`config.mk`:
```
export PLATFORM = sky130hd
export DESIGN_NAME = airi5c_spi_slave
export DESIGN_NICKNAME = d
export VERILOG_FILES = /design/src/rtl/airi5c_spi_sync.sv /design/src/rtl/airi5c_spi_slave.sv
export SDC_FILE = /design/constraint.sdc
export NUM_CORES = 1
export LEC_CHECK = 0
export ABC_AREA = 1
export BUFFER_PORTS_ARGS = -buffer_cell sky130_fd_sc_hd__buf_2
export CAP_MARGIN = 20
export CORE_MARGIN = 2
export CORE_UTILIZATION = 52
export DETAILED_ROUTE_END_ITERATION = 8
export MAX_ROUTING_LAYER = met4
export PLACE_DENSITY_LB_ADDON = 0.3
export SYNTH_ARGS = -nofsm -noshare
export SYNTH_HDL_FRONTEND = slang
export SYNTH_SLANG_ARGS = --single-unit
```
`constraint.sdc`:
```
create_clock -name clk -period 1.5 [get_ports clk]
set_input_delay 0.15 -clock clk [delete_from_list [all_inputs] [get_ports clk]]
set_output_delay 0.15 -clock clk [all_outputs]
set_load 0.01 [all_outputs]
```
`src/rtl/airi5c_spi_sync.sv`:
```
// ----------------------------------------------------------------------------
// airi5c_spi_sync
// Two-flop synchronizer for one asynchronous SPI line, with single-cycle
// rise/fall detection on the synchronized level.
//
// Ports:
//   clk          system clock
//   n_reset      synchronous active-low reset (also driven low by enable=0)
//   reset_value  level the whole pipeline is preset to during reset, so that
//                leaving reset never produces a false edge
//   async_in     asynchronous input line
//   sync_out     synchronized level
//   rise / fall  one-cycle pulses on synchronized transitions
// ----------------------------------------------------------------------------
module airi5c_spi_sync (
    input  logic clk,
    input  logic n_reset,
    input  logic reset_value,
    input  logic async_in,
    output logic sync_out,
    output logic rise,
    output logic fall
);

    // [0] first flop, [1] synchronized level, [2] previous synchronized level
    logic [2:0] pipe_reg;

    always_ff @(posedge clk) begin
        if (!n_reset) begin
            pipe_reg <= {3{reset_value}};
        end else begin
            pipe_reg <= {pipe_reg[1:0], async_in};
        end
    end

    assign sync_out = pipe_reg[1];
    assign rise     = pipe_reg[1] & ~pipe_reg[2];
    assign fall     = ~pipe_reg[1] & pipe_reg[2];

endmodule

```
`src/rtl/airi5c_spi_slave.sv`:
```
// ----------------------------------------------------------------------------
// airi5c_spi_slave
// SPI slave running entirely in the clk domain. sclk, ss and mosi are
// oversampled through synchronizers (sclk must be at most clk/8). Words are
// DATA_WIDTH bits, MSB first, in any of the four CPOL/CPHA modes.
//
// Ports:
//   clk, n_reset, enable     clock, sync active-low reset, block enable
//   sclk, ss, mosi           SPI bus from the master (asynchronous)
//   miso, miso_oe            SPI data to the master and its output enable
//   clk_polarity, clk_phase  CPOL / CPHA, captured while not busy
//   tx_empty, pop, data_in   TX FIFO interface (data_in taken when pop=1)
//   push, data_out           RX FIFO interface (data_out held between pushes)
//   busy                     selected (synchronized ss low)
//   underrun                 a word load found the TX FIFO empty
// ----------------------------------------------------------------------------
module airi5c_spi_slave #(
    parameter int DATA_WIDTH = 8
) (
    input  logic                  clk,
    input  logic                  n_reset,
    input  logic                  enable,
    input  logic                  sclk,
    input  logic                  ss,
    input  logic                  mosi,
    output logic                  miso,
    output logic                  miso_oe,
    input  logic                  clk_polarity,
    input  logic                  clk_phase,
    input  logic                  tx_empty,
    output logic                  pop,
    input  logic [DATA_WIDTH-1:0] data_in,
    output logic                  push,
    output logic [DATA_WIDTH-1:0] data_out,
    output logic                  busy,
    output logic                  underrun
);

    localparam int CW = $clog2(DATA_WIDTH);
    localparam logic [CW-1:0] LAST_BIT = CW'(DATA_WIDTH - 1);

    typedef enum logic {
        ST_IDLE   = 1'b0,
        ST_ACTIVE = 1'b1
    } state_t;

    // enable=0 behaves exactly like reset
    logic run;
    assign run = n_reset & enable;

    // ------------------------------------------------------------------
    // Synchronizers
    // ------------------------------------------------------------------
    logic sclk_s, sclk_rise, sclk_fall;
    logic ss_s, ss_rise, ss_fall;
    logic mosi_s, mosi_rise_unused, mosi_fall_unused;

    airi5c_spi_sync u_sync_sclk (
        .clk         (clk),
        .n_reset     (run),
        .reset_value (clk_polarity),
        .async_in    (sclk),
        .sync_out    (sclk_s),
        .rise        (sclk_rise),
        .fall        (sclk_fall)
    );

    airi5c_spi_sync u_sync_ss (
        .clk         (clk),
        .n_reset     (run),
        .reset_value (1'b1),
        .async_in    (ss),
        .sync_out    (ss_s),
        .rise        (ss_rise),
        .fall        (ss_fall)
    );

    airi5c_spi_sync u_sync_mosi (
        .clk         (clk),
        .n_reset     (run),
        .reset_value (1'b0),
        .async_in    (mosi),
        .sync_out    (mosi_s),
        .rise        (mosi_rise_unused),
        .fall        (mosi_fall_unused)
    );

    // ------------------------------------------------------------------
    // State
    // ------------------------------------------------------------------
    state_t                state_reg, state_next;
    logic                  cpol_reg, cpol_next;
    logic                  cpha_reg, cpha_next;
    logic [CW-1:0]         cnt_reg, cnt_next;
    logic [DATA_WIDTH-1:0] rx_reg, rx_next;
    logic [DATA_WIDTH-1:0] tx_reg, tx_next;
    logic [DATA_WIDTH-1:0] data_out_reg, data_out_next;
    logic                  load_pend_reg, load_pend_next;   // initial load after selection
    logic                  word_done_reg, word_done_next;   // next shift edge reloads instead
    logic                  first_reg, first_next;           // CPHA=1: first leading edge of frame
    logic                  push_pend_reg, push_pend_next;   // word complete, push next cycle
    logic                  push_reg, push_next;

    logic load_now;
    logic leading_edge, trailing_edge, sample_edge, shift_edge;

    always_ff @(posedge clk) begin
        if (!run) begin
            state_reg     <= ST_IDLE;
            cpol_reg      <= 1'b0;
            cpha_reg      <= 1'b0;
            cnt_reg       <= '0;
            rx_reg        <= '0;
            tx_reg        <= '0;
            data_out_reg  <= '0;
            load_pend_reg <= 1'b0;
            word_done_reg <= 1'b0;
            first_reg     <= 1'b0;
            push_pend_reg <= 1'b0;
            push_reg      <= 1'b0;
        end else begin
            state_reg     <= state_next;
            cpol_reg      <= cpol_next;
            cpha_reg      <= cpha_next;
            cnt_reg       <= cnt_next;
            rx_reg        <= rx_next;
            tx_reg        <= tx_next;
            data_out_reg  <= data_out_next;
            load_pend_reg <= load_pend_next;
            word_done_reg <= word_done_next;
            first_reg     <= first_next;
            push_pend_reg <= push_pend_next;
            push_reg      <= push_next;
        end
    end

    always_comb begin
        state_next     = state_reg;
        cpol_next      = cpol_reg;
        cpha_next      = cpha_reg;
        cnt_next       = cnt_reg;
        rx_next        = rx_reg;
        tx_next        = tx_reg;
        load_pend_next = load_pend_reg;
        word_done_next = word_done_reg;
        first_next     = first_reg;
        push_pend_next = 1'b0;
        // two-stage push: edge -> push_pend -> push/data_out
        push_next      = push_pend_reg;
        data_out_next  = push_pend_reg ? rx_reg : data_out_reg;
        load_now       = 1'b0;

        leading_edge  = cpol_reg ? sclk_fall : sclk_rise;
        trailing_edge = cpol_reg ? sclk_rise : sclk_fall;
        sample_edge   = cpha_reg ? trailing_edge : leading_edge;
        shift_edge    = cpha_reg ? leading_edge : trailing_edge;

        case (state_reg)
            ST_IDLE: begin
                // mode is tracked only while idle so it is frozen for a frame
                cpol_next = clk_polarity;
                cpha_next = clk_phase;
                if (ss_fall) begin
                    state_next     = ST_ACTIVE;
                    cnt_next       = '0;
                    rx_next        = '0;
                    tx_next        = '0;
                    load_pend_next = 1'b1;
                    word_done_next = 1'b0;
                    first_next     = 1'b1;
                end
            end
            ST_ACTIVE: begin
                if (ss_rise) begin
                    // deselect: partial word dropped, nothing loaded
                    state_next     = ST_IDLE;
                    cnt_next       = '0;
                    rx_next        = '0;
                    load_pend_next = 1'b0;
                    word_done_next = 1'b0;
                    first_next     = 1'b0;
                end else if (load_pend_reg) begin
                    load_now       = 1'b1;
                    load_pend_next = 1'b0;
                end else begin
                    if (sample_edge) begin
                        rx_next = {rx_reg[DATA_WIDTH-2:0], mosi_s};
                        if (cnt_reg == LAST_BIT) begin
                            word_done_next = 1'b1;
                            push_pend_next = 1'b1;
                        end else begin
                            cnt_next = cnt_reg + CW'(1);
                        end
                    end
                    if (shift_edge) begin
                        if (word_done_reg) begin
                            load_now       = 1'b1;
                            word_done_next = 1'b0;
                            cnt_next       = '0;
                        end else if (cpha_reg && first_reg) begin
                            // CPHA=1: MSB is already on miso for the first bit
                            first_next = 1'b0;
                        end else begin
                            tx_next = {tx_reg[DATA_WIDTH-2:0], 1'b0};
                        end
                    end
                end
            end
            default: begin
                state_next = ST_IDLE;
            end
        endcase

        if (load_now) begin
            tx_next = tx_empty ? '0 : data_in;
        end
    end

    assign pop      = load_now & ~tx_empty;
    assign underrun = load_now & tx_empty;
    assign busy     = (state_reg == ST_ACTIVE);
    assign miso_oe  = busy;
    assign miso     = busy & tx_reg[DATA_WIDTH-1];
    assign push     = push_reg;
    assign data_out = data_out_reg;

endmodule

```
== Word level (Yosys, flattened, before mapping) ==
Cells that the tools add are included.

* Reductions and logical operators: 6
* Add/subtract/negate cells: 1
* Bitwise operators: 16
* Eq/ne operators: 13
* Mux-type cells: 51

{| class="wikitable"
|+ Operator list
! operator !! count
|-
| 2-to-1 mux 8 bit || 11
|-
| case mux 8 bit (2 select lines) || 2
|-
| 2-to-1 mux 1 bit || 25
|-
| 2-to-1 mux 3 bit || 8
|-
| inequality test 3 x 2 -> 1 bit (second input constant) || 6
|-
| inequality test 3 bit (second input constant) || 4
|-
| AND 1 bit || 8
|-
| inverter 1 bit || 8
|-
| case mux 1 bit (2 select lines) || 4
|-
| case mux 3 bit (2 select lines) || 1
|-
| AND reduction 6 bit || 1
|-
| AND reduction 5 bit || 1
|-
| OR reduction 5 bit || 1
|-
| adder 3 x 1 -> 3 bit (second input constant) || 1
|-
| equality test 3 bit (second input constant) || 1
|-
| inequality test 3 x 1 -> 1 bit (second input constant) || 1
|-
| AND reduction 3 bit || 1
|-
| inequality test 2 bit (second input constant) || 1
|-
| AND reduction 2 bit || 1
|-
| logical AND 1 bit || 1
|}

* Output and inout port bits: 14
* Logic and storage cells: 102
* Register bits after elaboration: 43
* Bits of input ports: 17

== Longest topological paths before layout ==
* Word-level depth: 10
* Mapped depth: 12

== Hierarchy ==
Synthesis repeated with hierarchy kept, for this count alone.

* Cell total of the unflattened synthesis: 271
* Area total of the unflattened synthesis: 1903.1 um^2

{| class="wikitable"
|+ Modules (own cells, without submodules)
! module !! instances !! seq. area each (um^2) !! area each (um^2) !! cells an instance
|-
| airi5c_spi_slave || 1 || 700.7 || 1580.3 || 226
|-
| airi5c_spi_sync || 3 || 60.1 || 107.6 || 15
|}

== Worst setup path after synthesis ==
OpenSTA, ideal clock, no wires.

* Path kind: flip-flop to flip-flop
* Start: register state_reg, in the netlist busy
* End: register tx_reg[1]
* Cell stages (with the launch flop): 9
* Data arrival time: 1.228 ns
* Data required time: 1.387 ns
* Path buffers: 1
* Slack: 0.159 ns
* Cells stage by stage: dfxtp_1 inv_2 nand2_1 nand2_1 inv_1 nand2_4 buf_6 nor2_1 nor2_1

* Longest elaborated chain between the ends: 3
* Elaborated cells between the ends (all ways): 11
* Those cells by class: eq/ne (6); mux (3); bitwise (1); reduce/logical (1)

{| class="wikitable"
|+ Ends and longest elaborated chain
! what !! RTL line !! source
|-
| from (decl) || airi5c_spi_slave.sv:91 || <nowiki>state_t state_reg, state_next;</nowiki>
|-
| from (signal assigned) || airi5c_spi_slave.sv:122 || <nowiki>state_reg <= state_next;</nowiki>
|-
| 2-to-1 mux 1 bit / inverter 1 bit (equally long branches) || - ||
|-
| inequality test 3 bit (no source line), or another cell as far along || - ||
|-
| AND reduction 6 bit (no source line) / 2-to-1 mux 8 bit (equally long branches) || - ||
|-
| to (signal assigned) || airi5c_spi_slave.sv:127 || <nowiki>tx_reg <= tx_next;</nowiki>
|-
| to (decl) || airi5c_spi_slave.sv:96 || <nowiki>logic [DATA_WIDTH-1:0] tx_reg, tx_next;</nowiki>
|}

Parallel ways exist; a longest one is shown, timed or not.
A chain may end at the register's enable or synchronous reset.

== Worst setup path in the final report ==
* Start: register u_sync_sclk.pipe_reg[1]
* End: output port underrun

* Longest elaborated chain between the ends: 9
* Elaborated cells between the ends (all ways): 11
* Those cells by class: mux (7); bitwise (4)

{| class="wikitable"
|+ Ends and longest elaborated chain
! what !! RTL line !! source
|-
| from (decl) || airi5c_spi_sync.sv:26 || <nowiki>logic [2:0] pipe_reg;</nowiki>
|-
| from (signal assigned) || airi5c_spi_sync.sv:30 || <nowiki>pipe_reg <= {3{reset_value}};</nowiki>
|-
| from (signal assigned) || airi5c_spi_sync.sv:32 || <nowiki>pipe_reg <= {pipe_reg[1:0], async_in};</nowiki>
|-
| inverter 1 bit || airi5c_spi_sync.sv:38 || <nowiki>assign fall = ~pipe_reg[1] & pipe_reg[2];</nowiki>
|-
| AND 1 bit || airi5c_spi_sync.sv:38 ||
|-
| 2-to-1 mux 1 bit (on tied branches) || airi5c_spi_slave.sv:154, airi5c_spi_slave.sv:153 ||
|-
| 2-to-1 mux 1 bit (*) || airi5c_spi_slave.sv:156 || <nowiki>shift_edge = cpha_reg ? leading_edge : trailing_edge;</nowiki>
|-
| 2-to-1 mux 1 bit (*) || airi5c_spi_slave.sv:195 || <nowiki>if (shift_edge) begin</nowiki>
|-
| 2-to-1 mux 1 bit (*) || airi5c_spi_slave.sv:182 || <nowiki>end else if (load_pend_reg) begin</nowiki>
|-
| 2-to-1 mux 1 bit (*) || airi5c_spi_slave.sv:174 || <nowiki>if (ss_rise) begin</nowiki>
|-
| 2-to-1 mux 1 bit (*) || airi5c_spi_slave.sv:158 || <nowiki>case (state_reg)</nowiki>
|-
| AND 1 bit (*) || airi5c_spi_slave.sv:220 || <nowiki>assign underrun = load_now & tx_empty;</nowiki>
|-
| to (decl) || airi5c_spi_slave.sv:36 || <nowiki>output logic underrun</nowiki>
|}

Mark *: on every way between the ends. The rest lies on a longest branch, timed or not.

==> flow_metrics.tcl <==
set metrics [dict create \
    status "finished, violations left" \
    violations "setup timing" \
    layout_common_cells "nand2_1, dfxtp_1, nor2_1" \
    r2r_setup_slack_ps -60 \
    seq_area_frac_synth 0.461 \
    area_delta_synth_final_pct 32.2 \
    portBuffers 30 \
    clk_latency_ps 350 \
    grt_pass1_wl_um 6580 \
    detail-route-antenna-nets 0 \
    route.detailed.drc 0 \
    reg2reg_to "tx_reg[3]" \
    reg2reg_depth 11 \
    path_class "flop to output pin" \
    ys.flop_type "dfxtp_1" \
    core.rowCount 21 \
    wl_met1_um 1900 \
    die_h_um 63.9 \
    initial_core_util 0.551 \
    worstMarginPinSlew_ps 460 \
    rsz0062_at_grt "yes" \
    synth-edff-count 0 \
    die_w_um 63.9 \
    crit_end "underrun" \
    nNetsFinal 325 \
    routed_wl_um 4530 \
    yosysWarnings 0 \
    wl_met3_um 158 \
    synthArstFlopShare 0 \
    period_needed_ps 1610 \
    syn_avg_cell_area_sq_um 7.21 \
    total_power_mw 2.24 \
    dp_cells 331 \
    final_cell_count_no_fill 354 \
    viasPerCell 5.03 \
    start_kind "flop" \
    avgRoutedWirePerCell_um 12.8 \
    diodes 0 \
    cp.required_ps 1350 \
    highest_layer "met4" \
    cts.path.max_buffers 2 \
    gp_congestion 0.796 \
    synth_nets 277 \
    worstPathArrival_ps 1460 \
    pwr_density_cell_nw_per_um2 909 \
    fp.coreArea_sq_um 3390 \
    yosysUniqueCellTypes 28 \
    vias 1781 \
    antenna_found_initial 0 \
    dieArea_sq_um 4090 \
    grt_pass1_vias 1536 \
    fmax_mhz 622 \
    root_buffer "clkbuf_4" \
    ys_seq_elements 43 \
    timing_hold_violations_final 0 \
    overflow 0 \
    clock-sinks 43 \
    setup_tns_ps -524 \
    h-tree-depth 2 \
    hpwl_um 2590 \
    reg2reg_from "u_sync_sclk.pipe_reg[1]" \
    io_pins 31 \
    dpl_worst_slack_ps 66.6 \
    peakVddDrop_mv 0.623 \
    setup_ws_ps -108 \
    grt_use_total 0.210 \
    min_path_type "input pin to flop" \
    syn_area_sq_um 1870 \
    final_common_cell "nand2_1" \
    endpoint_kind "output pin" \
    grt_start_max_net_pins 17 \
    crit_path_start "u_sync_sclk.pipe_reg[1]" \
    cts_tree "yes" \
    dr.pass1.iters 6 \
    drtIter0Drc 80 \
    fin_crit_sh 1.07 \
    setup_viol_count_final 14 \
    p_leak_nw 1.14 \
    cap_violations 0 \
    syn_inst 259 \
    wl_met2_um 2450 \
    postLayoutCoreUtil 0.728 \
    clk_pin_slew_ps 120 \
    finalClockSkew_ps 3.01 \
    report.final.slew_viol_count 0 \
    cts_buffers 5 \
    crit_fanout 3 \
    slew_headroom 0.693 \
    drive_gt1_frac 0.331 \
]
-- how the worst min path moves through the flow --
| stage | startpoint | endpoint | slack [ps] | depth (start not counted) |
|---|---|---|---|---|
| 6_report | clk_polarity | u_sync_sclk.pipe_reg[0] | 40 | 3 |
| 5_1_grt | clk_polarity | u_sync_sclk.pipe_reg[0] | 70 | 3 |
| 4_1_cts | clk_polarity | u_sync_sclk.pipe_reg[0] | 40 | 3 |
| 3_5_place_dp | ss | u_sync_ss.pipe_reg[0] | 340 | 2 |
| 3_3_place_gp | ss | u_sync_ss.pipe_reg[0] | 330 | 2 |
| 2_1_floorplan | sclk | u_sync_sclk.pipe_reg[0] | 250 | 2 |
-- cells in the mapped netlist (2+ instances only) --
master    number  area [sq um]
nand2_1       66           248
dfxtp_1       43           861
nor2_1        32           120
inv_1         26          97.6
a21oi_1       18          90.1
nand3_1       18          90.1
nand4_1        7          43.8
o21ai_0        7          35.0
inv_2          6          22.5
clkbuf_1       5          18.8
nand2_2        5          31.3
nand3_2        5          50.1
nand2_4        2          22.5
nor2_2         2          12.5
nor3_1         2          10.0
o21ai_1        2          10.0
or2_2          2          12.5
-- cells by family after synthesis --
kind of cell               synth area share
and+or+nand+nor                       0.356
DFF                                   0.461
buffers and inverters                0.0891
AOI/OAI and AO/OA                    0.0831
xor gates and xnor gates            0.00469
adders and majority gates           0.00670
-- per-layer routing --
layer / track usage / vias up
met5: - / -
met4: 0.0707 / 0
met3: 0.0687 / 2
met2: 0.324 / 38
met1: 0.258 / 822
li1: - / 919
-- worst max-delay path, cell delays in order, from the launching register on --
cell and delay, ps:
dfxtp_4 390, inv_4 80, nand3_2 70, nand3_2 110, nand3_4 90, nand2_4 110, nand2_8 50, nor2_1 70
buf_2 130
-- cell type report --
| type | instances | area, sq um |
|---|---|---|
| Fill cell | 253 | 921 |
| Clock buffer | 6 | 41.3 |
| Multi-Input combinational cell | 176 | 1000 |
| Timing Repair Buffer | 48 | 297 |
| Tap cell | 46 | 57.6 |
| Clock inverter | 2 | 60.1 |
| Sequential cell | 43 | 873 |
| Inverter | 33 | 139 |
-- metrics by stage --
| stage | area, sq um | hold slack, ps |
|---|---|---|
| finish | 2470 | 42.6 |
| floorplan | 1870 | 253 |
| CTS | 2300 | 36.0 |
| global placement | 2060 | 334 |
| global route | 2470 | 66.3 |
| detailed placement | 2060 | 338 |
-- power breakdown --
group          leakage [nW]  internal (mW)  switching (mW)
Combinational         0.739         0.0763           0.108
Sequential            0.350           1.16          0.0184
Clock                0.0525          0.520           0.364
-- timing repair --
item	CTS	global route
cloned	0	1
buffers inserted	7	4
hold endpoints to repair	3	0
endpoints found under the setup margin	2	20
hold buffers	3	0
pin swaps	8	17
gates resized for setup	15	35
No activity file was read; power rests on OpenSTA's default activity.
